===== src/rtl/lns_pipe_slice.sv =====
// Elastic valid/ready pipeline for the LNS FMA datapath: DEPTH skid-buffered slices, registered in_ready.
// Optional LNS_PIPE_STATS_EN adds saturating stall_count / drop_count outputs.
//
// Per-slice state (encoded by main/skid valid bits):
//   state | meaning
//   EMPTY | main invalid, upstream ready
//   HALF  | main valid, skid invalid, upstream ready
//   FULL  | main and skid valid, upstream stalled
module lns_pipe_slice #(
  parameter int WIDTH = 16,
  parameter int DEPTH = 2,
  parameter int CNT_W = $clog2(2*DEPTH+1)
) (
  input  logic             clk,
  input  logic             rst,
  input  logic             flush,
  input  logic             in_valid,
  output logic             in_ready,
  input  logic [WIDTH-1:0] in_data,
  output logic             out_valid,
  input  logic             out_ready,
  output logic [WIDTH-1:0] out_data,
  output logic [CNT_W-1:0] occupancy
`ifdef LNS_PIPE_STATS_EN
  ,
  output logic [31:0]      stall_count,
  output logic [15:0]      drop_count
`endif
);

  logic [DEPTH-1:0] main_valid;
  logic [DEPTH-1:0] up_ready;
  logic [DEPTH-1:0] up_valid;
  logic [DEPTH-1:0] down_ready;
  logic [WIDTH-1:0] main_data [DEPTH];
  logic [WIDTH-1:0] up_data   [DEPTH];

  logic in_xfer;
  logic out_xfer;

  generate
    for (genvar i = 0; i < DEPTH; i++) begin : g_slice
      logic             m_v;
      logic             s_v;
      logic             rdy;
      logic [WIDTH-1:0] m_d;
      logic [WIDTH-1:0] s_d;
      logic             push;
      logic             pop;

      if (i == 0) begin : g_head
        assign up_valid[i] = in_valid;
        assign up_data[i]  = in_data;
      end else begin : g_link
        assign up_valid[i] = main_valid[i-1];
        assign up_data[i]  = main_data[i-1];
      end

      if (i == DEPTH-1) begin : g_tail
        assign down_ready[i] = out_ready;
      end else begin : g_next
        assign down_ready[i] = up_ready[i+1];
      end

      assign push = up_valid[i] & rdy;
      assign pop  = m_v & down_ready[i];

      // rdy tracks the next value of NOT s_v so no combinational ready path exists
      always_ff @(posedge clk or posedge rst) begin
        if (rst) begin
          m_v <= 1'b0;
          s_v <= 1'b0;
          rdy <= 1'b0;
          m_d <= '0;
          s_d <= '0;
        end else if (flush) begin
          m_v <= 1'b0;
          s_v <= 1'b0;
          rdy <= 1'b1;
        end else begin
          rdy <= ~s_v;
          if (pop) begin
            if (s_v) begin
              m_d <= s_d;
              s_v <= 1'b0;
              rdy <= 1'b1;
            end else if (push) begin
              m_d <= up_data[i];
            end else begin
              m_v <= 1'b0;
            end
          end else if (push) begin
            if (m_v) begin
              s_d <= up_data[i];
              s_v <= 1'b1;
              rdy <= 1'b0;
            end else begin
              m_d <= up_data[i];
              m_v <= 1'b1;
            end
          end
        end
      end

      assign main_valid[i] = m_v;
      assign main_data[i]  = m_d;
      assign up_ready[i]   = rdy;
    end
  endgenerate

  assign in_ready  = up_ready[0];
  assign out_valid = main_valid[DEPTH-1];
  assign out_data  = main_data[DEPTH-1];

  assign in_xfer  = in_valid & in_ready;
  assign out_xfer = out_valid & out_ready;

  always_ff @(posedge clk or posedge rst) begin
    if (rst) begin
      occupancy <= '0;
    end else if (flush) begin
      occupancy <= '0;
    end else if (in_xfer && !out_xfer) begin
      occupancy <= occupancy + CNT_W'(1);
    end else if (out_xfer && !in_xfer) begin
      occupancy <= occupancy - CNT_W'(1);
    end
  end

`ifdef LNS_PIPE_STATS_EN
  logic [16:0] drop_sum;

  // out_xfer implies occupancy >= 1, so the subtraction cannot wrap
  assign drop_sum = {1'b0, drop_count} + 17'(occupancy) + 17'(in_xfer) - 17'(out_xfer);

  always_ff @(posedge clk or posedge rst) begin
    if (rst) begin
      stall_count <= '0;
    end else if (out_valid && !out_ready && !(&stall_count)) begin
      stall_count <= stall_count + 32'd1;
    end
  end

  always_ff @(posedge clk or posedge rst) begin
    if (rst) begin
      drop_count <= '0;
    end else if (flush) begin
      drop_count <= drop_sum[16] ? 16'hFFFF : drop_sum[15:0];
    end
  end
`endif

endmodule

===== config.mk =====
export PLATFORM = sky130hd
export DESIGN_NAME = lns_pipe_slice
export DESIGN_NICKNAME = d
export VERILOG_FILES = /design/src/rtl/lns_pipe_slice.sv
export SDC_FILE = /design/constraint.sdc
export NUM_CORES = 1
export LEC_CHECK = 0
export BUFFER_PORTS_ARGS = -buffer_cell sky130_fd_sc_hd__buf_2
export CAP_MARGIN = 10
export CELL_PAD_IN_SITES_DETAIL_PLACEMENT = 1
export CELL_PAD_IN_SITES_GLOBAL_PLACEMENT = 1
export CORE_MARGIN = 2
export CORE_UTILIZATION = 37
export CTS_CLUSTER_DIAMETER = 150
export DETAILED_ROUTE_END_ITERATION = 7
export PLACE_DENSITY_LB_ADDON = 0.08
export SKIP_LAST_GASP = 1
export SLEW_MARGIN = 40
export SYNTH_ARGS = -nofsm -noshare
export SYNTH_HDL_FRONTEND = slang
export SYNTH_SLANG_ARGS = --single-unit

===== constraint.sdc =====
create_clock -name clk -period 2.4 [get_ports clk]
set_input_delay 0.6 -clock clk [delete_from_list [all_inputs] [get_ports clk]]
set_output_delay 0.6 -clock clk [all_outputs]
set_load 0.005 [all_outputs]

==> reports/results.tsv, run 1 <==
metric	value	unit
synth.ff_latch_count	73	
wire_per_inst	14.7	µm
post_synth.cell_area_avg	12.4	µm²
proportion_of_power_drawn_by_flip_flops_and_latches	0.486	
hold_class	in2async	
post-route-cell-area	3730	µm²
crit_chain	nand2_1 > a21oi_1 > fa_1 > or3b_2 > and3_1 > o21a_1	
setup_viol	0	
ctsHtreeMaxLevel	3	
route.detailed.vias_per_inst	4.80	
gr-usage-all-layers	0.147	
fin_crit	1.89	ns
ctsResizeCount	0	
antenna_found_initial	0	
switching_power	0.000826	W
grt_start_max_net_pins	51	
die_x	96.1	µm
drt_iter0_drc	67	
row_count	33	
num_vias	1970	
place_area	3490	µm²
vias_in_the_first_global_route	1945	
wl_met3	266	µm
die_height	96.1	µm
antenna_nets_post_route	0	
peakVddDrop	0.000350	V
clk_latency	0.34	ns
worst_pin_slew	0.557	ns
gpl.final_weighted_congestion	0.725	
final_clock_period_utilization_by_the_worst_path	0.787	
syn_inst	253	
final_net_count	322	
drt-met1-wl	3330	µm
finish.utilization	0.454	
cts_root_buffer	clkbuf_8	
rsz0062_at_grt	false	
synth.distinct_cells	28	
achievable-frequency	530	MHz
drive_gt1_frac	0.351	
slew_violations	0	
power.static_leakage	1.90	nW
port_buffers	41	
power.density_cell_area	852	nW/µm²
cts_setup_buffers	0	
detail_route.drc_violations	0	
power	0.00318	W
cts_num_sinks	73	
tritoncts	built	
timing.clock.skew	0.00680	ns
critPathMaxFanout	3	
cts.path.max_buffers	2	
cts-buffers-inserted	9	
design.portCount	42	
critical_path_arrival	2.12	ns
n_antenna_cell	0	
power_switching_share	0.260	
gr-total-overflow	0	
dp_hpwl	4150	µm
cellInternalPower	0.00236	W
path_class	reg2reg	
run_status	complete, no violations	
floorplan.core_area	8220	µm²
routed_wl	6040	µm
hold_buffers	0	
setup_crit_start_kind	flop	
dr.max_layer_used	met4	
area_growth_from_synthesis_to_layout	18.9	%
critical-path-slowest-cell	or3b_2	
final.setup.tns	0	ns
critical_path.endpoint_type	flop	
syn-num-nets	275	
report.final.hold_viol_count	0	
timing.critical_path.required	2.63	ns
crit_path_max_incr_delay	0.48	ns
final.hold.worst_slack	0.307	ns
routed-wl-met2	2370	µm
starting_utilization_of_the_core_area	0.382	
grt_first_pass_wirelength	10100	µm
path_clk_slew	0.08	ns
synth-warning-count	0	
power_frac_clock	0.376	
first_pass_iters	4	
comb_power_share	0.138	
seq_area_frac_synth	0.582	
design.die.area	9240	µm²
max-slew-margin-rel	0.628	
max_cap_viol_count	0	
syn_area	3140	µm²
## metal layers
layer	vias to the layer above	track usage
met2	40	0.185
met5	-	0
met1	946	0.235
met3	8	0.0360
li1	976	-
met4	0	0.0571
## worst max-delay path, delay by kind of cell, from the launching register on
kind / cells / cell delay, ns
and+or+nand+nor: 3 / 0.77
DFF: 1 / 0.40
adders and majority gates: 1 / 0.38
AOI/OAI and AO/OA: 2 / 0.25
## through the flow
stage	cells	setup WS, ns
5_1_grt	410	0.400
3_5_place_dp	394	0.181
4_1_cts	410	0.494
3_3_place_gp	394	0.231
2_1_floorplan	253	0.223
6_report	410	0.512
## cell usage in the layout, fill, tap and decap left out, drive strengths merged
cell type  Yosys  routed
a221oi         2       2
xor2           1       1
bufinv         0       3
inv            8      10
o21a           1       1
a31oi          1       1
o21ai          2       2
nor2          34      34
or3b           1       1
buf           10      50
nand3          2       2
fa             1       1
a21oi         36      36
a211oi         2       2
xnor2          1       1
and3           1       1
mux2i         32      32
mux2          32      32
nand2          5       5
nor4b          2       2
a31o           1       1
dfrtp         73      73
clkbuf         4       9
nand4          1       1
clkinvlp       0       2
## synth_stat cells
| cell type | instances | area (µm²) |
|---|---|---|
| dfrtp_1 | 73 | 1830 |
| a21oi_1 | 36 | 180 |
| nor2_1 | 34 | 128 |
| mux2_2 | 32 | 360 |
| mux2i_1 | 32 | 320 |
| buf_2 | 8 | 40.0 |
| inv_1 | 8 | 30.0 |
| nand2_1 | 4 | 15.0 |
| clkbuf_1 | 3 | 11.3 |
| a211oi_1 | 2 | 15.0 |
| a221oi_2 | 2 | 30.0 |
| nor4b_4 | 2 | 47.6 |
| o21ai_0 | 2 | 10.0 |
| a31o_2 | 1 | 8.76 |
| a31oi_1 | 1 | 6.26 |
| and3_1 | 1 | 6.26 |
| buf_4 | 1 | 7.51 |
| buf_6 | 1 | 11.3 |
| clkbuf_2 | 1 | 5.00 |
| fa_1 | 1 | 20.0 |
| nand2_2 | 1 | 6.26 |
| nand3_1 | 1 | 5.00 |
| nand3_2 | 1 | 10.0 |
| nand4_1 | 1 | 6.26 |
| o21a_1 | 1 | 7.51 |
| or3b_2 | 1 | 8.76 |
| xnor2_1 | 1 | 8.76 |
| xor2_1 | 1 | 8.76 |
## logic make-up after synthesis
group / Yosys count / synth area share
and+or+nand+nor: 46 / 0.0741
xor gates and xnor gates: 2 / 0.00558
muxes: 64 / 0.217
buffers and inverters: 22 / 0.0335
adders and majority gates: 1 / 0.00637
DFF: 73 / 0.582
AOI/OAI and AO/OA: 45 / 0.0821
## flip-flops by register name, indices dropped and copies added (netlist names)
signal and flops:
g_slice.m_d 16, g_slice.m_v 1, g_slice.rdy 1, g_slice.s_d 32, g_slice.s_v 2, in_ready 1, occupancy 3, out_data 16
out_valid 1
## path summary, 6_finish.rpt
path	startpoint	endpoint	slack [ns]	cells after the start
max reg2reg	in_ready	occupancy[2]	0.51	6
min in group clk	in_data[0]	g_slice[0].s_d[0]	0.50	2
min	rst	in_ready	0.31	2
max in group asynchronous	rst	out_data[1]	1.48	3
max	in_ready	occupancy[2]	0.51	6
min reg2reg	g_slice[0].s_d[9]	g_slice[0].s_d[9]	0.51	1
## final cells by class
type / count / area, µm²
Clock buffer: 9 / 124
Multi-Input combinational cell: 158 / 1210
Timing Repair Buffer: 50 / 285
Sequential cell: 73 / 1830
Fill cell: 907 / 4480
Tap cell: 105 / 131
Inverter: 8 / 33.8
Clock inverter: 7 / 124
## power by group through the flow
stage | logic (W) | registers, W | clock network (W)
2_1_floorplan | 0.000280 | 0.00155 | 0
3_3_place_gp | 0.000434 | 0.00156 | 0
3_5_place_dp | 0.000446 | 0.00158 | 0
4_1_cts | 0.000450 | 0.00155 | 0.00123
5_1_grt | 0.000514 | 0.00158 | 0.00130
6_report | 0.000440 | 0.00154 | 0.00120
Note: power is estimated with default switching activity, not from simulation.
==> run 2: changes to the inputs <==
==> constraint.sdc (replaced) <==
create_clock -name clk -period 1.7 [get_ports clk]
set_input_delay 0.425 -clock clk [delete_from_list [all_inputs] [get_ports clk]]
set_output_delay 0.425 -clock clk [all_outputs]
set_load 0.005 [all_outputs]
==> run 2 against run 1 <==
  * Clock power is 4% lower
  * Largest cell class unchanged
  * Largest power group unchanged
  * Register-to-register slack worse by 0.49 ns
  * Clock skew rose by 0.0032 ns
  * Critical endpoint unchanged
==> reports/results.tsv, run 2 (synthesis gave the netlist of run 1 again) <==
metric	value	unit	change
run_status	complete, no violations		
path_clk_slew	0.08	ns	about the same
layout.cells.most_common	dfrtp_1		
final_net_count	332		+3.1%
highest_count_cells_in_the_layout_ignoring_fill_and_taps	73 x dfrtp_1, 41 x buf_2, 35 x a21oi_1		
crit_chain	nand2_4 > a21oi_4 > fa_2 > or3b_4 > and3_4 > o21a_1		
timing.critical_path.depth	6		unchanged
largest_reg_flops	32		unchanged
drive_gt1_frac	0.382		+0.0313
die_height	96.1	µm	unchanged
r2r_cells	6		unchanged
antenna_nets_post_route	0		unchanged
design.die.area	9240	µm²	unchanged
design.portCount	42		unchanged
clk_latency	0.34	ns	about the same
ctsHtreeMaxLevel	3		unchanged
timing.clock.skew	0.00996	ns	+0.00316 ns
power.density_cell_area	1040	nW/µm²	+22%
gr-total-overflow	0		unchanged
final_cells	419		+2.2%
detail_route.drc_violations	0		unchanged
n_antenna_cell	0		unchanged
cts_setup_buffers	0		unchanged
nFillCells	882		-2.8%
cts_root_buffer	clkbuf_8		
fin_crit	1.68	ns	-0.207 ns
ff_latch_area	1830	µm²	unchanged
rsz0062_at_grt	true		
worst_pin_slew	0.459	ns	-0.0981 ns
first_pass_iters	4		unchanged
hold_buffers	0		unchanged
power.static_leakage	1.95	nW	+2.4%
path_class	reg2reg		
achievable-frequency	595	MHz	+12%
grt_start_max_net_pins	33		-35%
gpl.final_weighted_congestion	0.738		+1.8%
critical_path.endpoint_type	flop		
registers.top_by_ff_count	g_slice.s_d		
timing.critical_path.max_delay_family	simple AND/OR/NAND/NOR gates		
max-slew-margin-rel	0.693		+0.0656
die_x	96.1	µm	unchanged
peakVddDrop	0.000362	V	+3.4%
num_vias	2050		+4.1%
setup_slack	0.0194	ns	-0.493 ns
multiInputGateArea	1240	µm²	+2.4%
hold_class	in2async		
critical_path_arrival	1.90	ns	-0.22 ns
dp_hpwl	4530	µm	+9.2%
wire_per_inst	15.1	µm	+2.3%
port_buffers	41		unchanged
tritoncts	built		
vias_in_the_first_global_route	2081		+7.0%
cp_num_buf_inv	0		unchanged
antenna_found_initial	0		unchanged
numPlacedInstances	404		+2.5%
setup_crit_start_kind	flop		
report.final.hold_viol_count	0		unchanged
row_count	33		unchanged
route.detailed.vias_per_inst	4.89		+1.8%
critical-path-slowest-cell	dfrtp_1		
max_cap_viol_count	0		unchanged
slew_violations	0		unchanged
critPathMaxFanout	2		-1
cts.path.max_buffers	2		unchanged
routed_wl	6320	µm	+4.6%
crit_path_max_incr_delay	0.41	ns	-0.07 ns
cts-buffers-inserted	9		unchanged
regToRegEndpoint	occupancy[2]		
gr-usage-all-layers	0.153		+0.00660
setup_viol	0		unchanged
regToRegSetupSlack	0.02	ns	-0.49 ns
critical_path.reg2reg.startpoint	in_ready		
area_growth_from_synthesis_to_layout	22.6	%	
dpl_worst_slack	-0.139	ns	-0.320 ns
cts_num_sinks	73		unchanged
final_clock_period_utilization_by_the_worst_path	0.989		+0.202
timing.critical_path.required	1.92	ns	-0.71 ns
floorplan.core_area	8220	µm²	unchanged
starting_utilization_of_the_core_area	0.382		unchanged
grt_first_pass_wirelength	10700	µm	+5.4%
drt_iter0_drc	62		-7.5%
[run 2: changes by cell type in the layout (fill, tap and decap cells not counted), moves of 2 or more]
cell	previous run	this run
clkinv_2	0	4
inv_6	3	0
buf_4	8	10
bufinv_16	3	0
buf_12	1	9
[run 2: power breakdown]
part	switching [W]	internal, W
logic	0.000310	0.000353
registers	0.000172	0.00202
clock network	0.000634	0.000513
[run 2: cell type report]
class,instances,share of cell area
sequential,73,0.474
inverter,8,0.00877
clock inverter,6,0.00942
clock buffer,9,0.0322
tap,105,0.0341
timing repair buffer,60,0.120
multi-input combinational,158,0.321
[run 2: what timing repair did]
item	in CTS	in global routing
resized for setup	0	1
pin swaps	2	2
setup endpoints to repair	1	17
[run 2: worst max path at each step]
stage,to,from,slack (ns)
2_1_floorplan,occupancy[2],out_ready,-0.02
3_3_place_gp,g_slice[0].s_d[3],in_valid,-0.11
3_5_place_dp,occupancy[2],in_valid,-0.14
4_1_cts,occupancy[2],in_ready,0.008
5_1_grt,occupancy[2],in_ready,-0.03
6_report,occupancy[2],in_ready,0.02
[run 2: layer usage]
metal  GRT usage  part of all wire  up-vias
met3      0.0258             0.026        7
met2       0.222              0.44       30
met4      0.0571            0.0097        0
met1       0.229              0.52     1015
li1            -                 -      998
met5           0                 0        -
[run 2: per-stage QoR]
step | power (W) | area [µm²] | TNS, ns | hold WS (ns) | util
floorplan | 0.00260 | 3200 | -0.0227 | 0.480 | -
global placement | 0.00287 | 3680 | -2.13 | 0.471 | 0.448
detailed placement | 0.00290 | 3680 | -2.39 | 0.470 | 0.448
CTS | 0.00406 | 3840 | 0 | 0.100 | 0.468
global route | 0.00427 | 3850 | -0.0340 | 0.126 | 0.469
finish | 0.00400 | 3850 | 0 | 0.102 | 0.469
==> run 3: changes to the inputs <==
--- a/config.mk
+++ b/config.mk
@@ -6,14 +6,13 @@
 export NUM_CORES = 1
 export LEC_CHECK = 0
 export BUFFER_PORTS_ARGS = -buffer_cell sky130_fd_sc_hd__buf_2
-export CAP_MARGIN = 10
 export CELL_PAD_IN_SITES_DETAIL_PLACEMENT = 1
 export CELL_PAD_IN_SITES_GLOBAL_PLACEMENT = 1
 export CORE_MARGIN = 2
 export CORE_UTILIZATION = 37
 export CTS_CLUSTER_DIAMETER = 150
 export DETAILED_ROUTE_END_ITERATION = 7
-export PLACE_DENSITY_LB_ADDON = 0.08
+export PLACE_DENSITY_LB_ADDON = 0.1
 export SKIP_LAST_GASP = 1
 export SLEW_MARGIN = 40
 export SYNTH_ARGS = -nofsm -noshare
==> run 3 against run 2 <==
  * Die area unchanged
  * Wire length is 0.63% lower
  * Final cell count is 0.48% higher
  * Clock-buffer cell count rose by 1
  * Register-to-register slack hardly changed
  * Hold slack worse by 0.033 ns
  * Critical endpoint unchanged
  * Largest power group unchanged
  * Clock power is 32% higher
==> reports/results.tsv, run 3 (synthesis gave the netlist of run 1 again) <==
metric	value	unit	change
antenna_found_initial	0		unchanged
final_net_count	333		+0.30%
critical-path-slowest-cell	dfrtp_1		
final_cells	421		+0.48%
tritoncts	built		
rsz0062_at_grt	true		
crit_start	in_ready		
run_status	complete, no violations		
cts_num_sinks	73		unchanged
setup.worst_path.end	occupancy[2]		
nFillCells	889		+0.79%
slew_violations	0		unchanged
routed_wl	6280	µm	-0.63%
power.density_cell_area	1120	nW/µm²	+7.9%
gpl.final_weighted_congestion	0.752		+1.8%
detail_route.drc_violations	0		unchanged
fin_crit	1.68	ns	+0.000576 ns
critical_path.endpoint_type	flop		
clk_latency	0.34	ns	about the same
r2r_cells	6		unchanged
multiInputGateArea	1250	µm²	+0.91%
area_growth_from_synthesis_to_layout	24.6	%	
power.static_leakage	1.96	nW	+0.79%
drt_iter0_drc	50		-19%
layout.cells.most_common	dfrtp_1		
regToRegEndpoint	occupancy[2]		
worst_pin_slew	0.376	ns	-0.0837 ns
num_vias	2054		+0.20%
max_cap_viol_count	0		unchanged
final.setup.tns	0	ns	unchanged
die_x	96.1	µm	unchanged
grt_first_pass_wirelength	10500	µm	-1.8%
timing.critical_path.depth	6		unchanged
max-slew-margin-rel	0.749		+0.0559
critical_path.reg2reg.startpoint	in_ready		
vias_in_the_first_global_route	2030		-2.5%
timing.clock.skew	0.00818	ns	-0.00178 ns
design.portCount	42		unchanged
route.detailed.vias_per_inst	4.88		-0.28%
final_clock_period_utilization_by_the_worst_path	0.989		about the same
ff_latch_area	1830	µm²	unchanged
path_clk_slew	0.08	ns	about the same
design.die.area	9240	µm²	unchanged
crit_chain	nand2_4 > a21oi_4 > fa_2 > or3b_4 > and3_4 > o21a_1		
setup_viol	0		unchanged
wire_per_inst	14.9	µm	-1.1%
timing.critical_path.max_delay_family	simple AND/OR/NAND/NOR gates		
die_height	96.1	µm	unchanged
registers.top_by_ff_count	g_slice.s_d		
regToRegSetupSlack	0.02	ns	about the same
critPathMaxFanout	2		unchanged
cts.path.max_buffers	2		unchanged
ctsHtreeMaxLevel	3		unchanged
grt_start_max_net_pins	43		+30%
power	0.00438	W	+9.7%
cts_root_buffer	clkbuf_8		
gr-total-overflow	0		unchanged
setup_crit_start_kind	flop		
highest_count_cells_in_the_layout_ignoring_fill_and_taps	73 x dfrtp_1, 41 x buf_2, 35 x a21oi_1		
row_count	33		unchanged
antenna_nets_post_route	0		unchanged
largest_reg_flops	32		unchanged
cts-buffers-inserted	9		unchanged
crit_path_max_incr_delay	0.42	ns	about the same
cp_num_buf_inv	0		unchanged
floorplan.core_area	8220	µm²	unchanged
gr-usage-all-layers	0.153		-0.000411
finish.utilization	0.476		+0.00761
starting_utilization_of_the_core_area	0.382		unchanged
numPlacedInstances	402		-0.50%
port_buffers	41		unchanged
path_class	reg2reg		
peakVddDrop	0.000466	V	+29%
hold_class	in2async		
critical_path_arrival	1.91	ns	about the same
drive_gt1_frac	0.386		+0.00391
hold_buffers	0		unchanged
timing.critical_path.required	1.93	ns	about the same
report.final.hold_viol_count	0		unchanged
achievable-frequency	595	MHz	about the same
n_antenna_cell	0		unchanged
first_pass_iters	4		unchanged
-- run 3: area by class of cell --
cell class / instances / area share
multi-input combinational: 158 / 0.319
timing repair buffer: 61 / 0.113
sequential: 73 / 0.467
clock buffer: 10 / 0.0352
clock inverter: 6 / 0.0233
inverter: 8 / 0.00863
tap: 105 / 0.0336
-- run 3: worst min path at each step --
stage / startpoint / to / depth (start not counted)
2_1_floorplan: g_slice[0].s_d[0] / g_slice[0].s_d[0] / 1
3_3_place_gp: rst / g_slice[0].s_d[12] / 2
3_5_place_dp: rst / g_slice[0].s_d[11] / 2
4_1_cts: rst / g_slice[0].s_d[1] / 2
5_1_grt: rst / g_slice[0].s_d[1] / 2
6_report: rst / g_slice[0].s_d[1] / 2
-- run 3: routing by layer --
| layer | global-route usage | routed length (µm) | vias up |
|---|---|---|---|
| met2 | 0.211 | 2570 | 35 |
| met5 | 0 | 0 | - |
| met4 | 0.0536 | 72 | 0 |
| met1 | 0.231 | 3420 | 1010 |
| met3 | 0.0376 | 224 | 6 |
| li1 | - | - | 1003 |
-- run 3: through the flow --
stage / instance area, µm² / worst slack, ns / hold WS (ns)
2_1_floorplan: 3200 / -0.0227 / 0.480
3_3_place_gp: 3660 / -0.110 / 0.443
3_5_place_dp: 3660 / -0.131 / 0.444
4_1_cts: 3890 / 0.0167 / 0.0701
5_1_grt: 3910 / -0.0214 / 0.0727
6_report: 3910 / 0.0188 / 0.0689
-- run 3: what timing repair did --
action | in CTS | in global routing
endpoints found under the setup margin | 1 | 7
endpoints found under the hold margin | 0 | 0
resized for setup | 0 | 1
buffers inserted | 1 | 2
pin swaps | 0 | 2
-- run 3: power by group --
group	internal [W]	switching (W)	total, W
Combinational	0.000356	0.000319	0.000675
Sequential	0.00202	0.000170	0.00219
Clock	0.000868	0.000656	0.00152
Total	0.00324	0.00114	0.00438
